===== config.mk =====
export PLATFORM = sky130hd
export DESIGN_NAME = platform_manager
export DESIGN_NICKNAME = d
export VERILOG_FILES = /design/src/rtl/platform_manager.sv
export SDC_FILE = /design/constraint.sdc
export NUM_CORES = 1
export LEC_CHECK = 0
export BUFFER_PORTS_ARGS = -buffer_cell sky130_fd_sc_hd__buf_4
export CAP_MARGIN = 5
export CELL_PAD_IN_SITES_DETAIL_PLACEMENT = 2
export CELL_PAD_IN_SITES_GLOBAL_PLACEMENT = 2
export CORE_MARGIN = 4
export CORE_UTILIZATION = 41
export DETAILED_ROUTE_END_ITERATION = 8
export PLACE_DENSITY_LB_ADDON = 0.05
export SLEW_MARGIN = 30
export SYNTH_ARGS = -nofsm -noshare
export SYNTH_HDL_FRONTEND = slang
export SYNTH_SLANG_ARGS = --single-unit

===== constraint.sdc =====
create_clock -name clk -period 5.8 [get_ports clk]
set_input_delay 0.58 -clock clk [delete_from_list [all_inputs] [get_ports clk]]
set_output_delay 0.58 -clock clk [all_outputs]
set_load 0.02 [all_outputs]

===== src/rtl/platform_manager.sv =====
// Platform table manager: seeds NUM_BLOCKS platforms at reset, then recycles any that
// scroll below the view bottom, respawning them above the highest one at an LFSR-driven x.
module platform_manager #(
    parameter int          SCREEN_WIDTH  = 640,
    parameter int          SCREEN_HEIGHT = 480,
    parameter int          BLOCK_WIDTH   = 60,
    parameter int          BLOCK_HEIGHT  = 10,
    parameter int          NUM_BLOCKS    = 8,
    parameter logic [15:0] LFSR_SEED     = 16'hACE1
) (
    input  logic                          clk,
    input  logic                          reset,
    input  logic                          newView,
    input  logic [31:0]                   minY,
    input  logic [$clog2(NUM_BLOCKS)-1:0] rdIdx,
    output logic [31:0]                   rdX,
    output logic [31:0]                   rdY,
    output logic                          busy,
    output logic                          refreshDone,
    output logic [31:0]                   topY
);

    localparam int          IW      = $clog2(NUM_BLOCKS);
    localparam logic [31:0] SPACING = 32'(SCREEN_HEIGHT / NUM_BLOCKS);
    localparam logic [10:0] RANGE   = 11'(SCREEN_WIDTH - BLOCK_WIDTH + 1);
    localparam logic [31:0] BH      = 32'(BLOCK_HEIGHT);
    localparam logic [IW-1:0] LAST_IDX = IW'(NUM_BLOCKS - 1);

    typedef enum logic [1:0] {
        ST_INIT = 2'd0,
        ST_IDLE = 2'd1,
        ST_SCAN = 2'd2,
        ST_DONE = 2'd3
    } state_e;

    // Galois step, shift right, taps 16'hB400
    function automatic logic [15:0] lfsr_next(input logic [15:0] cur);
        logic [15:0] nxt;
        nxt = cur >> 1;
        if (cur[0]) begin
            nxt = nxt ^ 16'hB400;
        end else begin
            nxt = nxt;
        end
        return nxt;
    endfunction

    // Folding raw into 0..RANGE-1 needs one subtraction only because 2*RANGE > 1024
    function automatic logic [31:0] spawn_x(input logic [15:0] cur);
        logic [10:0] raw;
        raw = {1'b0, cur[9:0]};
        if (raw < RANGE) begin
            return {21'd0, raw};
        end else begin
            return {21'd0, raw - RANGE};
        end
    endfunction

    state_e        state_q, state_d;
    logic [IW-1:0] index_q, index_d;
    logic [15:0]   lfsr_q, lfsr_d;
    logic [31:0]   topY_q, topY_d;
    logic          pending_q, pending_d;
    logic [31:0]   minYReg_q, minYReg_d;
    logic [31:0]   rdX_q, rdY_q;
    logic          busy_q, refreshDone_q;

    logic [31:0]   slot_x_q [NUM_BLOCKS];
    logic [31:0]   slot_y_q [NUM_BLOCKS];

    logic          wr_en_s;
    logic [31:0]   wr_x_s, wr_y_s;
    logic [31:0]   bottom_s;
    logic          last_s;

    assign last_s   = (index_q == LAST_IDX);
    assign bottom_s = slot_y_q[index_q] + BH;

    // Next-state, table write and pending-request logic
    always_comb begin
        state_d   = state_q;
        index_d   = index_q;
        lfsr_d    = lfsr_q;
        topY_d    = topY_q;
        pending_d = pending_q;
        minYReg_d = minYReg_q;
        wr_en_s   = 1'b0;
        wr_x_s    = spawn_x(lfsr_q);
        wr_y_s    = 32'd0;
        case (state_q)
            ST_INIT: begin
                wr_en_s = 1'b1;
                wr_y_s  = 32'(index_q) * SPACING;
                topY_d  = wr_y_s;
                lfsr_d  = lfsr_next(lfsr_q);
                if (newView) begin
                    pending_d = 1'b1;
                end else begin
                    pending_d = pending_q;
                end
                if (last_s) begin
                    state_d = ST_IDLE;
                    index_d = {IW{1'b0}};
                end else begin
                    index_d = index_q + 1'b1;
                end
            end
            ST_IDLE: begin
                if (newView || pending_q) begin
                    minYReg_d = minY;
                    pending_d = 1'b0;
                    state_d   = ST_SCAN;
                    index_d   = {IW{1'b0}};
                end else begin
                    state_d = ST_IDLE;
                end
            end
            ST_SCAN: begin
                if (newView) begin
                    pending_d = 1'b1;
                end else begin
                    pending_d = pending_q;
                end
                if (bottom_s <= minYReg_q) begin
                    wr_en_s = 1'b1;
                    wr_y_s  = topY_q + SPACING;
                    topY_d  = wr_y_s;
                    lfsr_d  = lfsr_next(lfsr_q);
                end else begin
                    wr_en_s = 1'b0;
                end
                if (last_s) begin
                    state_d = ST_DONE;
                    index_d = {IW{1'b0}};
                end else begin
                    index_d = index_q + 1'b1;
                end
            end
            ST_DONE: begin
                if (newView) begin
                    pending_d = 1'b1;
                end else begin
                    pending_d = pending_q;
                end
                state_d = ST_IDLE;
            end
            default: begin
                state_d = ST_INIT;
                index_d = {IW{1'b0}};
            end
        endcase
    end

    // Control state and registered outputs
    always_ff @(posedge clk or negedge reset) begin
        if (!reset) begin
            state_q       <= ST_INIT;
            index_q       <= {IW{1'b0}};
            lfsr_q        <= LFSR_SEED;
            topY_q        <= 32'd0;
            pending_q     <= 1'b0;
            minYReg_q     <= 32'd0;
            rdX_q         <= 32'd0;
            rdY_q         <= 32'd0;
            busy_q        <= 1'b1;
            refreshDone_q <= 1'b0;
        end else begin
            state_q       <= state_d;
            index_q       <= index_d;
            lfsr_q        <= lfsr_d;
            topY_q        <= topY_d;
            pending_q     <= pending_d;
            minYReg_q     <= minYReg_d;
            rdX_q         <= slot_x_q[rdIdx];
            rdY_q         <= slot_y_q[rdIdx];
            busy_q        <= (state_d == ST_INIT) || (state_d == ST_SCAN);
            refreshDone_q <= (state_d == ST_DONE);
        end
    end

    // Platform table storage; contents are rebuilt by INIT so no reset is needed
    always_ff @(posedge clk) begin
        if (wr_en_s) begin
            slot_x_q[index_q] <= wr_x_s;
            slot_y_q[index_q] <= wr_y_s;
        end
    end

    assign rdX         = rdX_q;
    assign rdY         = rdY_q;
    assign busy        = busy_q;
    assign refreshDone = refreshDone_q;
    assign topY        = topY_q;

endmodule


Yosys cells after proc, flatten, opt, wreduce, memory -nomap -nowiden
Memory sizes are Yosys's and may differ from the RTL's. A register that Yosys moved wholly into a read port is not among the register bits.
Index checks and enable logic that the tools add are counted.
Widths: inputs -> output; s select.
{ "classes": {"n_reduce_logical": 14, "bitwise": 1, "n_eq_ne": 9, "muxes": 22, "n_lt_le_gt_ge": 2, "addsub": 4, "n_mul": 1} }
{ "op_table": {"columns": ["operator", "n"], "rows": [
  ["$pmux 32 s2", 2],
  ["$mux 32", 2],
  ["$add 32x4->32 const B", 1],
  ["$add 32x6->32 const B", 1],
  ["$le 32x32->1", 1],
  ["$mux 16", 2],
  ["$pmux 16 s2", 1],
  ["$mux 11", 1],
  ["$sub 10x10->11 const B", 1],
  ["$lt 10x10->1 const B", 1],
  ["$eq 2x2->1 const B", 4],
  ["$pmux 2 s4", 1],
  ["$reduce_and 2->1", 4],
  ["$mul 3x4->7 const B", 1],
  ["$mux 2", 3],
  ["$mux 3", 2],
  ["$pmux 3 s2", 1],
  ["$mux 1", 5],
  ["$logic_not 2->1", 2],
  ["$ne 2x2->1 const B", 2],
  ["$not 3->4", 1],
  ["$pmux 1 s2", 2],
  ["$reduce_bool 2->1", 2],
  ["$add 3x1->3 const B", 1],
  ["other kinds (7)", 9]
]} }
{ "totals": {"ff_bits": 120, "n_memories": 2, "output_inout_bits": 98, "in_bits": 38, "elab_cells": 64, "mem_bits_rw": 344} }
{ "memory_table": {"columns": ["name", "depth", "word_bits", "rd", "rd_clocked_by_memory_dff", "wr", "line_no", "text"], "rows": [
  ["slot_y_q", 8, 32, 2, 1, 1, "69", "logic [31:0] slot_y_q [NUM_BLOCKS];"],
  ["slot_x_q", 8, 11, 1, 1, 1, "68", "logic [31:0] slot_x_q [NUM_BLOCKS];"]
]} }

Logic depth before layout (Yosys ltp)
An unclocked memory read counts as a cell.
{ "logic_depth": {"word_depth": 7, "mapped_depth": 26, "mapped_depth_nobuf": 19} }

Worst setup path after synthesis
OpenSTA, ideal clock, no wires.
{ "synth_timing": {"path_kind": "register -> register", "startpoint": "reg index_q[1]", "endpoint": "mem slot_x_q[0][0] (netlist bit), enable pin", "path_slack_ns": -0.561, "n_path_buf": 7, "setup_time_ns": 0.404, "synth_period_minus_slack_ns": 6.361, "t_required_ns": 5.396, "t_arrival_ns": 5.957, "path_stages_with_launch": 26, "cell_sequence": "dfrtp_1 > buf_6 > buf_8 > buf_4 > buf_6 > buf_6 > mux4_2 > nand2_1 > and2_1 > inv_1 > ha_1 > o21ai_0 > o21a_1 > or3_1 > buf_2 > or4_4 > xor2_1 > ha_1 > nand4_1 > nor4_1 > nand3_1 > a21oi_1 > a41oi_1 > clkbuf_1 > nor2_1 > and2_1"} }
{ "synth_via": {"elab_chain_len": 7} }
{ "synth_rtl": {"columns": ["element", "line_no", "text"], "rows": [
  ["from (decl)", "60", "logic [IW-1:0] index_q, index_d;"],
  ["from (signal assigned)", "158", "index_q <= {IW{1'b0}};"],
  ["from (signal assigned)", "169", "index_q <= index_d;"],
  ["$mem_v2 8x32", null, null],
  ["$add 32x4->32", "77", "assign bottom_s = slot_y_q[index_q] + BH;"],
  ["$le 32x32->1", "124", "if (bottom_s <= minYReg_q) begin"],
  ["$mux 1", "124", null],
  ["$pmux 1 s2", "90", "case (state_q)"],
  ["$mux 1", "183", "if (wr_en_s) begin"],
  ["$mux 1 (not written as such)", "184", "slot_x_q[index_q] <= wr_x_s;"],
  ["to (decl)", "68", null]
]} }
Parallel ways exist; a longest one is shown, timed or not.

Final worst setup path
{ "layout_timing": {"startpoint": "reg index_q[0]", "endpoint": "mem slot_y_q[1][18] (data pin)"} }
{ "layout_via": {"elab_chain_len": 5} }
{ "layout_rtl": {"columns": ["element", "line_no", "text"], "rows": [
  ["$mem_v2 8x32", null, null],
  ["$add 32x4->32", "77", null],
  ["$le 32x32->1", "124", null],
  ["$mux 32", "124", null],
  ["$pmux 32 s2", "90", null],
  ["net wr_y_s[18]", "72", "logic [31:0] wr_x_s, wr_y_s;"],
  ["to (decl)", "69", null]
]} }
The timed path passes the listed nets, and every way through them passes these cells.

==> impl_metrics.env <==
export IMPL_dpl_hpwl_mm=43.3
export IMPL_antenna_found_initial=0
export IMPL_p_leak_nw=9.66
export IMPL_cts_buffer_depth=3
export IMPL_area_growth_pct=18.2
export IMPL_drv_cap=0
export IMPL_r2r_cells=20
export IMPL_ys_seq_area_share_pct=61.2
export IMPL_clock_sinks=464
export IMPL_n_fill_cell=4863
export IMPL_drc_errors=0
export IMPL_crit_fanout=14
export IMPL_die_w_um=238
export IMPL_hold_viol=0
export IMPL_die_h_um=238
export IMPL_antenna_cells=0
export IMPL_antenna_left=0
export IMPL_path_clk_slew_ns=0.06
export IMPL_yosys_top_cells_area="edfxtp_1 (46%), dfrtp_1 (14%), mux4_2 (13%)"
export IMPL_worstSetupEndpointType="register"
export IMPL_cts_tree="yes"
export IMPL_firstDrtPassIters=5
export IMPL_period_needed_ns=5.56
export IMPL_yosysTopAreaCellShare_pct=46.4
export IMPL_status="finished, final reports clean"
export IMPL_final_nets=1618
export IMPL_async_reset_ff_share_pct=27.6
export IMPL_row_count=84
export IMPL_r2r_end="slot_y_q[1][18]$_DFFE_PP_"
export IMPL_crit_start="index_q[0]$_DFFE_PN0P_"
export IMPL_slew_headroom_pct=36.2
export IMPL_placed_cells=2165
export IMPL_slew_violations=0
export IMPL_cts_made_buffers=52
export IMPL_dieArea_um2=56800
export IMPL_core_area_um2=52600
export IMPL_hold_class="input pin to asynchronous set/reset pin"
export IMPL_grt_pass1_vias=14217
export IMPL_synth_warnings=0
export IMPL_path_buf_inv=4
export IMPL_cts_resized_gates=1
export IMPL_tightest_slew_ns=0.948
export IMPL_htree_levels=2
export IMPL_r2r_start="index_q[0]$_DFFE_PN0P_"
export IMPL_gr_usage_met3_pct=3.51
export IMPL_fmax_mhz=180
export IMPL_critPathArrivalTime_ns=5.90
export IMPL_syn_area_per_cell_um2=16.1
export IMPL_clockRootBuffer="clkbuf_16"
export IMPL_use_met1_pct=31.6
export IMPL_regArea_um2=13300
export IMPL_fin_crit_sh_pct=95.8
export IMPL_ios=136
export IMPL_grtUsageTotal_pct=22.2
export IMPL_yosys_area_top_type="edfxtp_1"
export IMPL_drive_above_1_share_pct=32.3
export IMPL_synth_edf_count=336
export IMPL_vias=12836
export IMPL_cts_hold_buf=0
export IMPL_use_met2_pct=36.3
export IMPL_setup_viol=0
export IMPL_instances_no_fill=2264
export IMPL_syn_area_um2=21700
export IMPL_cts_setup_buffers=0
export IMPL_cp_slowest_cell="or4_4"
export IMPL_p_total_mw=14.6
export IMPL_ys_flop_type="edfxtp_1"
export IMPL_busiest_layer="met2"
export IMPL_via_per_inst=5.67
export IMPL_drt_initial_drc_count=1059
export IMPL_critPathTopFamily="simple AND/OR/NAND/NOR gates"
export IMPL_totalWireLength_mm=63.2
export IMPL_portBuffers=112
export IMPL_worstPathRequired_ns=6.14
export IMPL_grt_pass1_wl_mm=94.0
export IMPL_insertion_delay_ns=0.61
export IMPL_critPathKind="register to register"
export IMPL_endpoint="slot_y_q[1][18]$_DFFE_PP_"
export IMPL_peakVddDrop_mv=0.355
export IMPL_startpoint_type="register"
export IMPL_yosysUniqueCellTypes=69
export IMPL_reg2reg_slack_ns=0.24
export IMPL_synthCells=1350
export IMPL_gr_total_overflow=0
export IMPL_p_per_area_nw_per_um2=567
export IMPL_grt_max_degree=79
export IMPL_start_util_pct=41.4
export IMPL_wl_per_cell_um=27.9
export IMPL_cp_depth=20
export IMPL_ys_ff_latch=464
export IMPL_multi_input_area_um2=7920
export IMPL_gp_congestion=0.756
export IMPL_crit_chain="mux4_2 -> nand2_1 -> and2_1 -> inv_1 -> ha_1 -> o21ai_0 -> o21a_1 -> or3_4 -> or4_4 -> xor2_1 -> ha_1 -> nand4_1 -> nor4_1 -> buf_4 -> nand3_1 -> nor2_1 -> a31oi_4 -> buf_12 -> buf_4 -> nor2_1"
export IMPL_finClkSkew_ns=0.0317
export IMPL_max_stage_delay_ns=0.55
-- cell usage after synthesis, types with 3 or more instances --
library cell,count
edfxtp_1,336
mux4_2,129
dfrtp_1,119
nand2_1,91
mux2_2,57
nor2_1,53
o21ai_0,51
inv_1,50
ha_1,45
xnor2_1,40
clkbuf_1,37
buf_4,30
xor2_1,30
mux2i_1,29
nand3_1,23
a21oi_1,21
a21o_1,20
mux4_1,16
nand4_1,14
and3_1,12
nor3_1,12
and2_1,11
buf_1,11
o211ai_1,11
dfstp_2,9
or3_1,6
buf_2,5
buf_6,5
a31oi_1,4
and4_1,4
nand2b_1,4
or4_1,4
fa_1,3
nor2b_1,3
nor4_1,3
nor4b_1,3
o21a_1,3
o2bb2ai_1,3
o311ai_0,3
-- power by group --
part | switching, mW | internal (mW)
Clock | 1.39 | 1.98
Sequential | 0.394 | 4.68
Combinational | 3.62 | 2.52
-- registers in the layout, indices dropped and copies added, names as in the netlist --
name	cells
index_q	3
rdX	11
busy	1
rdY	31
lfsr_q	16
topY	30
pending_q	1
slot_y_q	248
state_q	2
minYReg_q	32
refreshDone	1
slot_x_q	88
-- placed cells by master, fill, tap and decap left out, types with 13 or more instances in the layout --
cell type  count
nand2_1       91
edfxtp_1     336
ha_1          45
buf_4        167
a21oi_1       20
clkbuf_16     52
nor2_1        44
nand4_1       14
mux4_1        16
mux2_2        57
o21ai_0       48
nand3_1       23
clkbuf_1      13
a21o_1        20
xnor2_1       40
inv_1         50
mux4_2       129
conb_1        31
mux2i_1       28
xor2_1        30
dfrtp_1      117
buf_12        17
-- logic make-up (layout without fill, tap and decap cells) --
kind of cell / count (synthesis) / count (layout) / synth area share [%]
flops: 464 / 464 / 61.2
simple gates: 257 / 257 / 5.95
mux: 234 / 234 / 19.8
buf+inv: 143 / 339 / 3.45
compound gates: 133 / 133 / 3.89
xor+xnor: 70 / 70 / 2.82
fa+ha+maj: 48 / 48 / 2.87
other cells: 1 / 31 / 0.0172
-- metal layers --
layer,up-vias,share of wire [%]
li1,5550,-
met1,6865,45
met2,350,48
met3,71,5.1
met4,0,1.9
met5,-,0
-- layout make-up --
class / count / area share (%)
Clock buffer: 69 / 5.47
Sequential cell: 464 / 51.8
Timing Repair Buffer: 190 / 6.53
Tap cell: 688 / 3.35
Inverter: 51 / 0.754
Multi-Input combinational cell: 773 / 30.8
Clock inverter: 29 / 1.30
-- stage by stage --
step                setup TNS (ns)  utilization (%)  hold WS [ns]  setup slack (ns)  instance area (µm²)
floorplan                   -27.70                -         0.284            -0.113                21900
global placement                 0             45.4         0.499             0.187                23900
detailed placement        -0.00573             45.4         0.497          -0.00437                23900
CTS                              0             48.7        0.0265           0.00530                25600
global route                -0.172             48.9        0.0774           -0.0128                25700
finish                           0             48.9        0.0228             0.242                25700
-- worst min-delay path by stage --
stage	start	end	slack (ns)
2_1_floorplan	reset	index_q[0]$_DFFE_PN0P_	0.28
3_3_place_gp	lfsr_q[12]$_DFFE_PN0P_	lfsr_q[12]$_DFFE_PN0P_	0.50
3_5_place_dp	lfsr_q[12]$_DFFE_PN0P_	lfsr_q[12]$_DFFE_PN0P_	0.50
4_1_cts	reset	minYReg_q[13]$_DFFE_PN0P_	0.03
5_1_grt	reset	minYReg_q[13]$_DFFE_PN0P_	0.08
6_report	reset	minYReg_q[13]$_DFFE_PN0P_	0.02
Note: power is estimated with default switching activity, not from simulation.
